**src/rtl/idli_sgrf_m.sv**
```systemverilog
// Bit-serial register file. Each register is a rotating shift register that
// presents one BEAT_W-bit beat per enabled cycle, low beat first. A word-long
// operation (write, PC load, PC increment) is chosen on beat 0 and held for
// the rest of the word. Register 0 has no storage and always reads zero.
module idli_sgrf_m #(
  parameter int NUM_REGS = 8,
  parameter int WORD_W   = 16,
  parameter int BEAT_W   = 4,
  parameter int NUM_RD   = 2,
  parameter int PC_REG   = NUM_REGS - 1
) (
  input  logic                                    i_sgrf_gck,
  input  logic                                    i_sgrf_rst,
  input  logic                                    i_sgrf_en,
  input  logic [NUM_RD*$clog2(NUM_REGS)-1:0]      i_sgrf_rd,
  output logic [NUM_RD*BEAT_W-1:0]                o_sgrf_rd_data,
  input  logic                                    i_sgrf_wr_vld,
  input  logic [$clog2(NUM_REGS)-1:0]             i_sgrf_wr,
  input  logic [BEAT_W-1:0]                       i_sgrf_wr_data,
  input  logic                                    i_sgrf_pc_ld,
  input  logic                                    i_sgrf_pc_inc,
  input  logic [BEAT_W-1:0]                       i_sgrf_pc_data,
  output logic [BEAT_W-1:0]                       o_sgrf_pc_data,
  output logic [$clog2(WORD_W/BEAT_W)-1:0]        o_sgrf_beat,
  output logic                                    o_sgrf_last
);

  localparam int RW    = $clog2(NUM_REGS);
  localparam int BEATS = WORD_W / BEAT_W;
  localparam int BW    = $clog2(BEATS);
  localparam logic [BW-1:0] LAST_BEAT = BW'(BEATS - 1);

  typedef enum logic [1:0] {
    MODE_IDLE,
    MODE_WRITE,
    MODE_LOAD,
    MODE_INC
  } mode_e;

  // Storage for registers 1..NUM_REGS-1 only; register 0 is a constant zero.
  logic [WORD_W-1:0] regs_q [1:NUM_REGS-1];
  logic [BW-1:0]     beat_q;
  mode_e             mode_q;
  logic [RW-1:0]     dest_q;
  logic              carry_q;

  logic [BEAT_W-1:0] lowBeat [NUM_REGS];
  logic [BEAT_W-1:0] newBeat [1:NUM_REGS-1];
  mode_e             capMode;
  logic [RW-1:0]     capDest;
  mode_e             effMode;
  logic [RW-1:0]     effDest;
  logic              beatZero;
  logic              carryIn;
  logic [BEAT_W:0]   incSum;

  // Current low beat of every register, with index 0 tied to zero so read
  // ports can be indexed directly by the full index width.
  always_comb begin
    lowBeat[0] = '0;
    for (int i = 1; i < NUM_REGS; i++) begin
      lowBeat[i] = regs_q[i][BEAT_W-1:0];
    end
  end

  // Combinational read ports.
  always_comb begin
    o_sgrf_rd_data = '0;
    for (int k = 0; k < NUM_RD; k++) begin
      o_sgrf_rd_data[k*BEAT_W +: BEAT_W] = lowBeat[i_sgrf_rd[k*RW +: RW]];
    end
  end

  assign o_sgrf_pc_data = lowBeat[PC_REG];
  assign o_sgrf_beat    = beat_q;
  assign o_sgrf_last    = (beat_q == LAST_BEAT);
  assign beatZero       = (beat_q == '0);

  // Mode selection presented on beat 0; a write to r0 falls through to the
  // PC requests as if no write were asked for.
  always_comb begin
    capMode = MODE_IDLE;
    capDest = '0;
    if (i_sgrf_wr_vld && (i_sgrf_wr != '0)) begin
      capMode = MODE_WRITE;
      capDest = i_sgrf_wr;
    end else if (i_sgrf_pc_ld) begin
      capMode = MODE_LOAD;
    end else if (i_sgrf_pc_inc) begin
      capMode = MODE_INC;
    end
  end

  // Beat 0 acts on the freshly selected mode; later beats use the held one.
  always_comb begin
    effMode = beatZero ? capMode : mode_q;
    effDest = beatZero ? capDest : dest_q;
    carryIn = beatZero ? 1'b1 : carry_q;
    incSum  = {1'b0, lowBeat[PC_REG]} + {{BEAT_W{1'b0}}, carryIn};
  end

  // Beat to shift into the top of each register; a write to the PC wins over
  // load/increment, everything else recirculates its own low beat.
  always_comb begin
    for (int i = 1; i < NUM_REGS; i++) begin
      newBeat[i] = lowBeat[i];
      if ((effMode == MODE_WRITE) && (effDest == RW'(i))) begin
        newBeat[i] = i_sgrf_wr_data;
      end else if ((i == PC_REG) && (effMode == MODE_LOAD)) begin
        newBeat[i] = i_sgrf_pc_data;
      end else if ((i == PC_REG) && (effMode == MODE_INC)) begin
        newBeat[i] = incSum[BEAT_W-1:0];
      end
    end
  end

  // Rotate every register by one beat on each enabled cycle.
  always_ff @(posedge i_sgrf_gck or posedge i_sgrf_rst) begin
    if (i_sgrf_rst) begin
      for (int i = 1; i < NUM_REGS; i++) begin
        regs_q[i] <= '0;
      end
    end else if (i_sgrf_en) begin
      for (int i = 1; i < NUM_REGS; i++) begin
        regs_q[i] <= {newBeat[i], regs_q[i][WORD_W-1:BEAT_W]};
      end
    end
  end

  // Beat counter, held mode/destination and the serial increment carry.
  always_ff @(posedge i_sgrf_gck or posedge i_sgrf_rst) begin
    if (i_sgrf_rst) begin
      beat_q  <= '0;
      mode_q  <= MODE_IDLE;
      dest_q  <= '0;
      carry_q <= 1'b0;
    end else if (i_sgrf_en) begin
      beat_q  <= (beat_q == LAST_BEAT) ? '0 : beat_q + BW'(1);
      if (beatZero) begin
        mode_q <= capMode;
        dest_q <= capDest;
      end
      carry_q <= (effMode == MODE_INC) ? incSum[BEAT_W] : 1'b0;
    end
  end

endmodule

```
**config.mk**
```make
export PLATFORM = sky130hd
export DESIGN_NAME = idli_sgrf_m
export DESIGN_NICKNAME = d
export VERILOG_FILES = /design/src/rtl/idli_sgrf_m.sv
export SDC_FILE = /design/constraint.sdc
export NUM_CORES = 1
export LEC_CHECK = 0
export ABC_AREA = 1
export CAP_MARGIN = 40
export CORE_ASPECT_RATIO = 0.6
export CORE_UTILIZATION = 35
export DETAILED_ROUTE_END_ITERATION = 8
export SYNTH_ARGS = -nofsm -noshare
export SYNTH_HDL_FRONTEND = slang
export SYNTH_SLANG_ARGS = --single-unit
```
**constraint.sdc**
```tcl
create_clock -name i_sgrf_gck -period 4.9 [get_ports i_sgrf_gck]
set_clock_uncertainty 0.05 [all_clocks]
set_input_delay 0.735 -clock i_sgrf_gck [delete_from_list [all_inputs] [get_ports i_sgrf_gck]]
set_output_delay 0.735 -clock i_sgrf_gck [all_outputs]
set_load 0.02 [all_outputs]
```
==> qor.json, run 1 <==
{
  "setup_path": {
    "worst-setup-path-type": "in -> out",
    "worst_ep_arrival_time_ns": 3.15,
    "r2r_cells": 11,
    "r2r-start": "o_sgrf_beat[0]",
    "crit_top_cell": "clkdlybuf4s50_1",
    "regToRegSetupSlack_ns": 2.47,
    "maximum_cell_stage_delay_along_the_critical_path_ns": 0.88,
    "timing.critical_path.to_type": "output pin",
    "critPathLaunchType": "primary input",
    "cp_num_cells": 6,
    "capture_point_of_the_critical_path": "o_sgrf_rd_data[2]",
    "worstPathRequired_ns": 4.12,
    "critical-path-slowest-cell": "clkdlybuf4s50_1",
    "family_of_cells_with_the_greatest_summed_delay_on_the_critical_path": "buffers and inverters",
    "reg2reg_to": "regs_q[92]",
    "critical_path.max_fanout": 21,
    "path_buf_inv": 3,
    "path_cells": "clkdlybuf4s50_1 -> inv_1 -> a21oi_1 -> o21ai_0 -> a32oi_1 -> clkdlybuf4s50_1",
    "timing_startpoint_of_the_critical_path": "i_sgrf_rd[0]"
  },
  "run_status": {
    "violated_checks": "DRC",
    "result_of_the_run": "complete, but fails checks"
  },
  "floorplanning": {
    "die_span_y_um": 101,
    "die-width_um": 166,
    "effective_utilization_at_floorplan": 0.364,
    "row_count": 35,
    "core_um2": 15600,
    "design.die.area_um2": 16800,
    "ios": 38
  },
  "clock_network": {
    "cts_sinks": 120,
    "cts.path.max_buffers": 2,
    "htreeDepth": 4,
    "cts.reportedPaths.clkPinSlew_ns": 0.05,
    "later_pin_clock_latency_in_the_skew_report_ns": 0.41,
    "cts-resized-gates": 0,
    "clock_tree.root_cell": "clkbuf_16",
    "holdBufCountCts": 0,
    "clock_tree_from_tritoncts": "yes",
    "cts-buffers-inserted": 17,
    "cts_setup_buffers": 0
  },
  "grt": {
    "pin_count_of_the_biggest_net_entering_global_routing": 107,
    "grt_pass1_wl_mm": 22.6,
    "first_global_vias": 4425,
    "gr-usage-all-layers": 0.174,
    "antenna_found_initial": 0,
    "grt_overflow_total": 0
  },
  "detailed_routing": {
    "avgViaCountPerCell": 4.91,
    "ant_nets": 0,
    "dr_total_vias": 4625,
    "firstDrtPassIters": 7,
    "drt-initial-drc-count": 319,
    "wl_per_cell_um": 14.4,
    "drc": 1,
    "finalWirelength_mm": 13.5
  },
  "sta": {
    "fin_crit_sh": 0.804,
    "holdWs_ns": 0.421,
    "setup-tns-final_ns": 0,
    "finalHoldViolations": 0,
    "finalSetupViolations": 0,
    "max_freq_mhz": 254,
    "slew_headroom": 0.372,
    "finalCriticalPeriod_ns": 3.94,
    "tightestPinTransition_ns": 0.941,
    "rsz0062_at_grt": "no",
    "setup_ws_final_ns": 0.961,
    "slew_violations": 0
  },
  "synth": {
    "synth.top_cells.by_area": "dfrtp_1 53%, nand2_1 14%, o21ai_0 10%, inv_1 5.4%, a21oi_1 2.3%",
    "netlist-cell-type-count": 29,
    "syn-mean-instance-area_um2": 8.07,
    "mappedNetlistArea_um2": 5680,
    "synth_area_leader_cell": "dfrtp_1",
    "yosys_warnings": 0,
    "synth_nets": 731,
    "synth_cells": 704,
    "share_of_the_synthesized_area_in_the_top_cell_type": 0.529,
    "synth_seq_cells": 120,
    "synth-seq-area-share": 0.529
  },
  "place": {
    "port-buffer-count": 37,
    "place_congestion": 0.869,
    "place_inst": 911,
    "placed_cell_area_um2": 6200,
    "hpwl_mm": 9.26,
    "place_worst_setup_slack_ns": 0.981
  },
  "layout": {
    "instances_no_fill": 942,
    "post_route_cells_drive_above_1_share": 0.0853,
    "antenna-diode-count": 0,
    "postLayoutCoreUtil": 0.434,
    "final_area_um2": 6770,
    "layout.cells.most_common_list": "205 x nand2_1, 120 x dfrtp_1, 113 x o21ai_0",
    "mostFrequentLayoutCell": "nand2_1",
    "nNetsFinal": 754,
    "signed_area_change_from_the_synthesized_netlist_to_the_final_layout_pct": 19.1
  },
  "hold_path": {
    "hold_class": "reg -> reg",
    "worstHoldPathCells": 2
  },
  "pwr": {
    "p_per_area_nw_per_um2": 553,
    "vdd_ir_drop_max_mv": 0.224,
    "p_leak_nw": 3.16,
    "power_mw": 3.74
  },
  "job": {
    "max_cap_violations": 0
  }
}
-- cell usage after synthesis --
cell,n
nand3_2,1
nor2_1,31
nor3_2,1
buf_1,4
ha_1,4
inv_2,2
buf_6,1
o21ai_2,5
clkbuf_1,25
nand2_1,205
buf_2,3
nor2_4,2
o21ai_0,113
dfrtp_1,120
a31oi_1,8
a21oi_2,1
nand3_1,22
a21oi_1,26
nand2_4,3
nor2_2,1
nand4_1,3
buf_4,6
o21ai_1,18
nand2_2,6
o32ai_1,1
buf_8,1
o21ai_4,1
a32oi_1,8
inv_1,82
-- metal layers --
layer / track usage / wire length (um)
met5: 0 / 0
met4: 0.0677 / 206
met1: 0.246 / 6890
met3: 0.0357 / 515
met2: 0.262 / 5910
-- registers in the layout, indices dropped and copies added (netlist names) --
name / flops
dest_q: 3
o_sgrf_pc_data: 4
mode_q: 2
carry_q: 1
regs_q: 84
o_sgrf_beat: 2
lowBeat: 24
-- worst min path at each step --
stage | startpoint | end
floorplan | regs_q[100] | regs_q[100]
global placement | regs_q[101] | regs_q[101]
detailed placement | regs_q[101] | regs_q[101]
CTS | regs_q[101] | regs_q[101]
global route | regs_q[104] | regs_q[100]
finish | regs_q[101] | regs_q[101]
-- layout make-up --
class                      instances  area [um^2]
clock inverter                    12          129
inverter                          84          318
multi-input combinational        460         2170
fill                            1544         8820
clock buffer                      19          443
timing repair buffer              44          453
sequential                       120         3000
tap                              203          254
-- worst reg2reg max path: cells and delay by family, from the launching register on --
kind	cells	cell delay, ns
DFF	1	0.39
buffers and inverters	2	0.25
AOI/OAI and AO/OA	1	0.17
adders and majority gates	1	0.30
and+or+nand+nor	7	1.21
-- cell families (layout without fill, tap and decap cells) --
| kind of cell | Yosys count | in the layout | synth area share |
|---|---|---|---|
| AND/OR/NAND/NOR | 275 | 275 | 0.200 |
| buffers and inverters | 124 | 159 | 0.0898 |
| flip-flops | 120 | 120 | 0.529 |
| AO/OA/AOI/OAI | 181 | 181 | 0.173 |
| adder cells (fa/ha/maj) | 4 | 4 | 0.00881 |
-- where the power goes --
part / leakage [nW] / internal (mW) / switching [mW]
combinational: 1.28 / 0.348 / 0.634
clock: 0.275 / 0.756 / 0.449
sequential: 1.61 / 1.35 / 0.206
total: 3.16 / 2.46 / 1.29
(Power assumes the default switching activity.)
==> inputs of run 2 (changes only) <==
clock period = 3.9 ns   (was 4.9 ns; I/O delays follow)
==> run 2 against run 1 <==
Compared with the run above:
- critical endpoint is now o_sgrf_rd_data[5]
- combinational power grew 25%
- via count shrank 0.58%
- the run still ends with DRC left
- design area shrank 0.18%
==> qor.json, run 2 (synthesis results as in run 1) <==
{
  "pwr": {
    "vdd_ir_drop_max": {"value": 0.247, "unit": "mV", "change": "+10%"},
    "clock_power_share": {"value": 0.327, "change": "+0.005"},
    "p_per_area": {"value": 705, "unit": "nW/um^2", "change": "+27%"},
    "power.net_switching": {"value": 1.62, "unit": "mW", "change": "+26%"},
    "seqPwrFrac": {"value": 0.414, "change": "-0.002"},
    "p_leak": {"value": 3.16, "unit": "nW", "change": "about the same"},
    "switching_share": {"value": 0.340, "change": "-0.00438"},
    "p_int": {"value": 3.15, "unit": "mW", "change": "+28%"},
    "combPwrFrac": {"value": 0.259, "change": "-0.003"}
  },
  "place": {
    "port-buffer-count": {"value": 37, "change": "unchanged"},
    "hpwl": {"value": 9.52, "unit": "mm", "change": "+2.9%"},
    "placed_cell_area": {"value": 6180, "unit": "um^2", "change": "-0.32%"},
    "place_congestion": {"value": 0.872, "change": "+0.31%"}
  },
  "clock_network": {
    "cts-resized-gates": {"value": 0, "change": "unchanged"},
    "holdBufCountCts": {"value": 0, "change": "unchanged"},
    "cts_setup_buffers": {"value": 0, "change": "unchanged"},
    "clock_tree_from_tritoncts": "yes",
    "cts-buffers-inserted": {"value": 17, "change": "unchanged"},
    "later_pin_clock_latency_in_the_skew_report": {"value": 0.40, "unit": "ns", "change": "about the same"},
    "cts.reportedPaths.clkPinSlew": {"value": 0.06, "unit": "ns", "change": "about the same"},
    "cts_sinks": {"value": 120, "change": "unchanged"},
    "clock_tree.root_cell": "clkbuf_16",
    "htreeDepth": {"value": 4, "change": "unchanged"},
    "cts.path.max_buffers": {"value": 2, "change": "unchanged"}
  },
  "detailed_routing": {
    "dr_total_vias": {"value": 4598, "change": "-0.58%"},
    "wl_per_cell": {"value": 15.0, "unit": "um", "change": "+4.2%"},
    "avgViaCountPerCell": {"value": 4.88, "change": "-0.58%"},
    "drc": {"value": 1, "change": "unchanged"},
    "finalWirelength": {"value": 14.1, "unit": "mm", "change": "+4.2%"},
    "ant_nets": {"value": 0, "change": "unchanged"},
    "drt-initial-drc-count": {"value": 392, "change": "+23%"},
    "firstDrtPassIters": {"value": 7, "change": "unchanged"}
  },
  "floorplanning": {
    "design.die.area": {"value": 16800, "unit": "um^2", "change": "unchanged"},
    "effective_utilization_at_floorplan": {"value": 0.364, "change": "unchanged"},
    "die_span_y": {"value": 101, "unit": "um", "change": "unchanged"},
    "row_count": {"value": 35, "change": "unchanged"},
    "core": {"value": 15600, "unit": "um^2", "change": "unchanged"},
    "die-width": {"value": 166, "unit": "um", "change": "unchanged"},
    "ios": {"value": 38, "change": "unchanged"}
  },
  "hold_path": {
    "hold_class": "reg -> reg",
    "hp-start": "regs_q[78]"
  },
  "setup_path": {
    "critPathLaunchType": "primary input",
    "worst_ep_arrival_time": {"value": 2.72, "unit": "ns", "change": "-0.43 ns"},
    "worst-setup-path-type": "in -> out",
    "path_cells": "clkdlybuf4s50_1 -> inv_1 -> a21oi_1 -> o21ai_0 -> a32oi_1 -> clkdlybuf4s50_1",
    "path_buf_inv": {"value": 3, "change": "unchanged"},
    "maximum_cell_stage_delay_along_the_critical_path": {"value": 0.68, "unit": "ns", "change": "-0.20 ns"},
    "family_of_cells_with_the_greatest_summed_delay_on_the_critical_path": "buffers and inverters",
    "timing.critical_path.to_type": "output pin",
    "critical-path-slowest-cell": "clkdlybuf4s50_1",
    "r2r-start": "o_sgrf_beat[0]",
    "timing_startpoint_of_the_critical_path": "i_sgrf_rd[3]",
    "critical_path.max_fanout": {"value": 11, "change": "-48%"},
    "worstPathRequired": {"value": 3.26, "unit": "ns", "change": "-0.86 ns"},
    "crit_top_cell": "clkdlybuf4s50_1",
    "regToRegSetupSlack": {"value": 1.49, "unit": "ns", "change": "-0.98 ns"}
  },
  "grt": {
    "grtUsageMet3": {"value": 0.0338, "change": "-0.00196"},
    "grt_overflow_total": {"value": 0, "change": "unchanged"},
    "top_usage_layer": "met2",
    "grtUsageMet1": {"value": 0.257, "change": "+0.0112"},
    "gr-usage-all-layers": {"value": 0.181, "change": "+0.00669"},
    "pin_count_of_the_biggest_net_entering_global_routing": {"value": 86, "change": "-20%"},
    "antenna_found_initial": {"value": 0, "change": "unchanged"},
    "grtUsageMet2": {"value": 0.273, "change": "+0.0107"},
    "first_global_vias": {"value": 4484, "change": "+1.3%"},
    "grt_pass1_wl": {"value": 23.2, "unit": "mm", "change": "+2.6%"}
  },
  "layout": {
    "max_flop_register": "regs_q",
    "nNetsFinal": {"value": 754, "change": "unchanged"},
    "post_route_cells_drive_above_1_share": {"value": 0.0812, "change": "-0.00406"},
    "final_area": {"value": 6760, "unit": "um^2", "change": "-0.18%"},
    "largest_register_ff_count": {"value": 84, "change": "unchanged"},
    "layout.cells.most_common_list": "205 x nand2_1, 120 x dfrtp_1, 113 x o21ai_0",
    "mostFrequentLayoutCell": "nand2_1",
    "antenna-diode-count": {"value": 0, "change": "unchanged"},
    "signed_area_change_from_the_synthesized_netlist_to_the_final_layout_pct": 18.9
  },
  "sta": {
    "finalHoldViolations": {"value": 0, "change": "unchanged"},
    "finalCriticalPeriod_ns": 3.35,
    "fin_crit_sh": 0.859,
    "max_freq_mhz": 298,
    "setup-tns-final": {"value": 0, "unit": "ns", "change": "unchanged"},
    "slew_headroom": {"value": 0.498, "change": "+0.126"},
    "slew_violations": {"value": 0, "change": "unchanged"},
    "finalSetupViolations": {"value": 0, "change": "unchanged"},
    "rsz0062_at_grt": "no",
    "tightestPinTransition": {"value": 0.753, "unit": "ns", "change": "-0.188 ns"}
  },
  "job": {
    "max_cap_violations": {"value": 0, "change": "unchanged"}
  },
  "run_status": {
    "violated_checks": "DRC",
    "result_of_the_run": "complete, but fails checks"
  }
}
## run 2: cell types whose count changed in the layout (fill, tap and decap cells not counted), sizes merged
cell,change
clkinvlp,-1
bufinv,+1
clkbuf,+3
clkinv,-3
## run 2: routing by layer
metal / vias to the layer above / share of wire
met3: 17 / 0.027
met4: 0 / 0.013
met2: 67 / 0.44
met5: - / 0
li1: 2300 / -
met1: 2214 / 0.52
## run 2: power groups by stage
stage               Sequential (mW)  Clock [mW]  Combinational (mW)
global route                   2.02        1.65                1.43
finish                         1.97        1.56                1.23
detailed placement             1.98           0                1.24
CTS                            1.97        1.58                1.24
global placement               1.97           0                1.19
floorplan                      1.89           0               0.945
## run 2: worst paths after layout
check,to,depth (start not counted)
worst max-delay path,o_sgrf_rd_data[5],6
worst min-delay path,regs_q[74],2
worst max register to register,regs_q[92],11
worst min register to register,regs_q[74],2
max in group asynchronous,dest_q[0],3
min in group asynchronous,regs_q[56],2
## run 2: layout make-up
type / count / area, um^2
clock inverter: 9 / 125
sequential: 120 / 3000
timing repair buffer: 44 / 433
fill: 1513 / 8830
inverter: 84 / 318
clock buffer: 22 / 454
tap: 203 / 254
multi-input combinational: 460 / 2170
## run 2: tightest hold or removal path, stage by stage (launching register included)
cell     delay (ns)
dfrtp_1        0.34
nand2_1        0.05
o21ai_0        0.05
## run 2: through the flow
stage	setup slack [ns]	utilization	instances	hold slack, ns	power (mW)
finish	0.549	0.433	942	0.421	4.76
floorplan	0.0792	-	704	0.392	2.84
global route	0.443	0.433	942	0.443	5.10
CTS	0.520	0.433	942	0.426	4.80
detailed placement	0.526	0.396	911	0.414	3.22
global placement	0.560	0.396	911	0.406	3.16
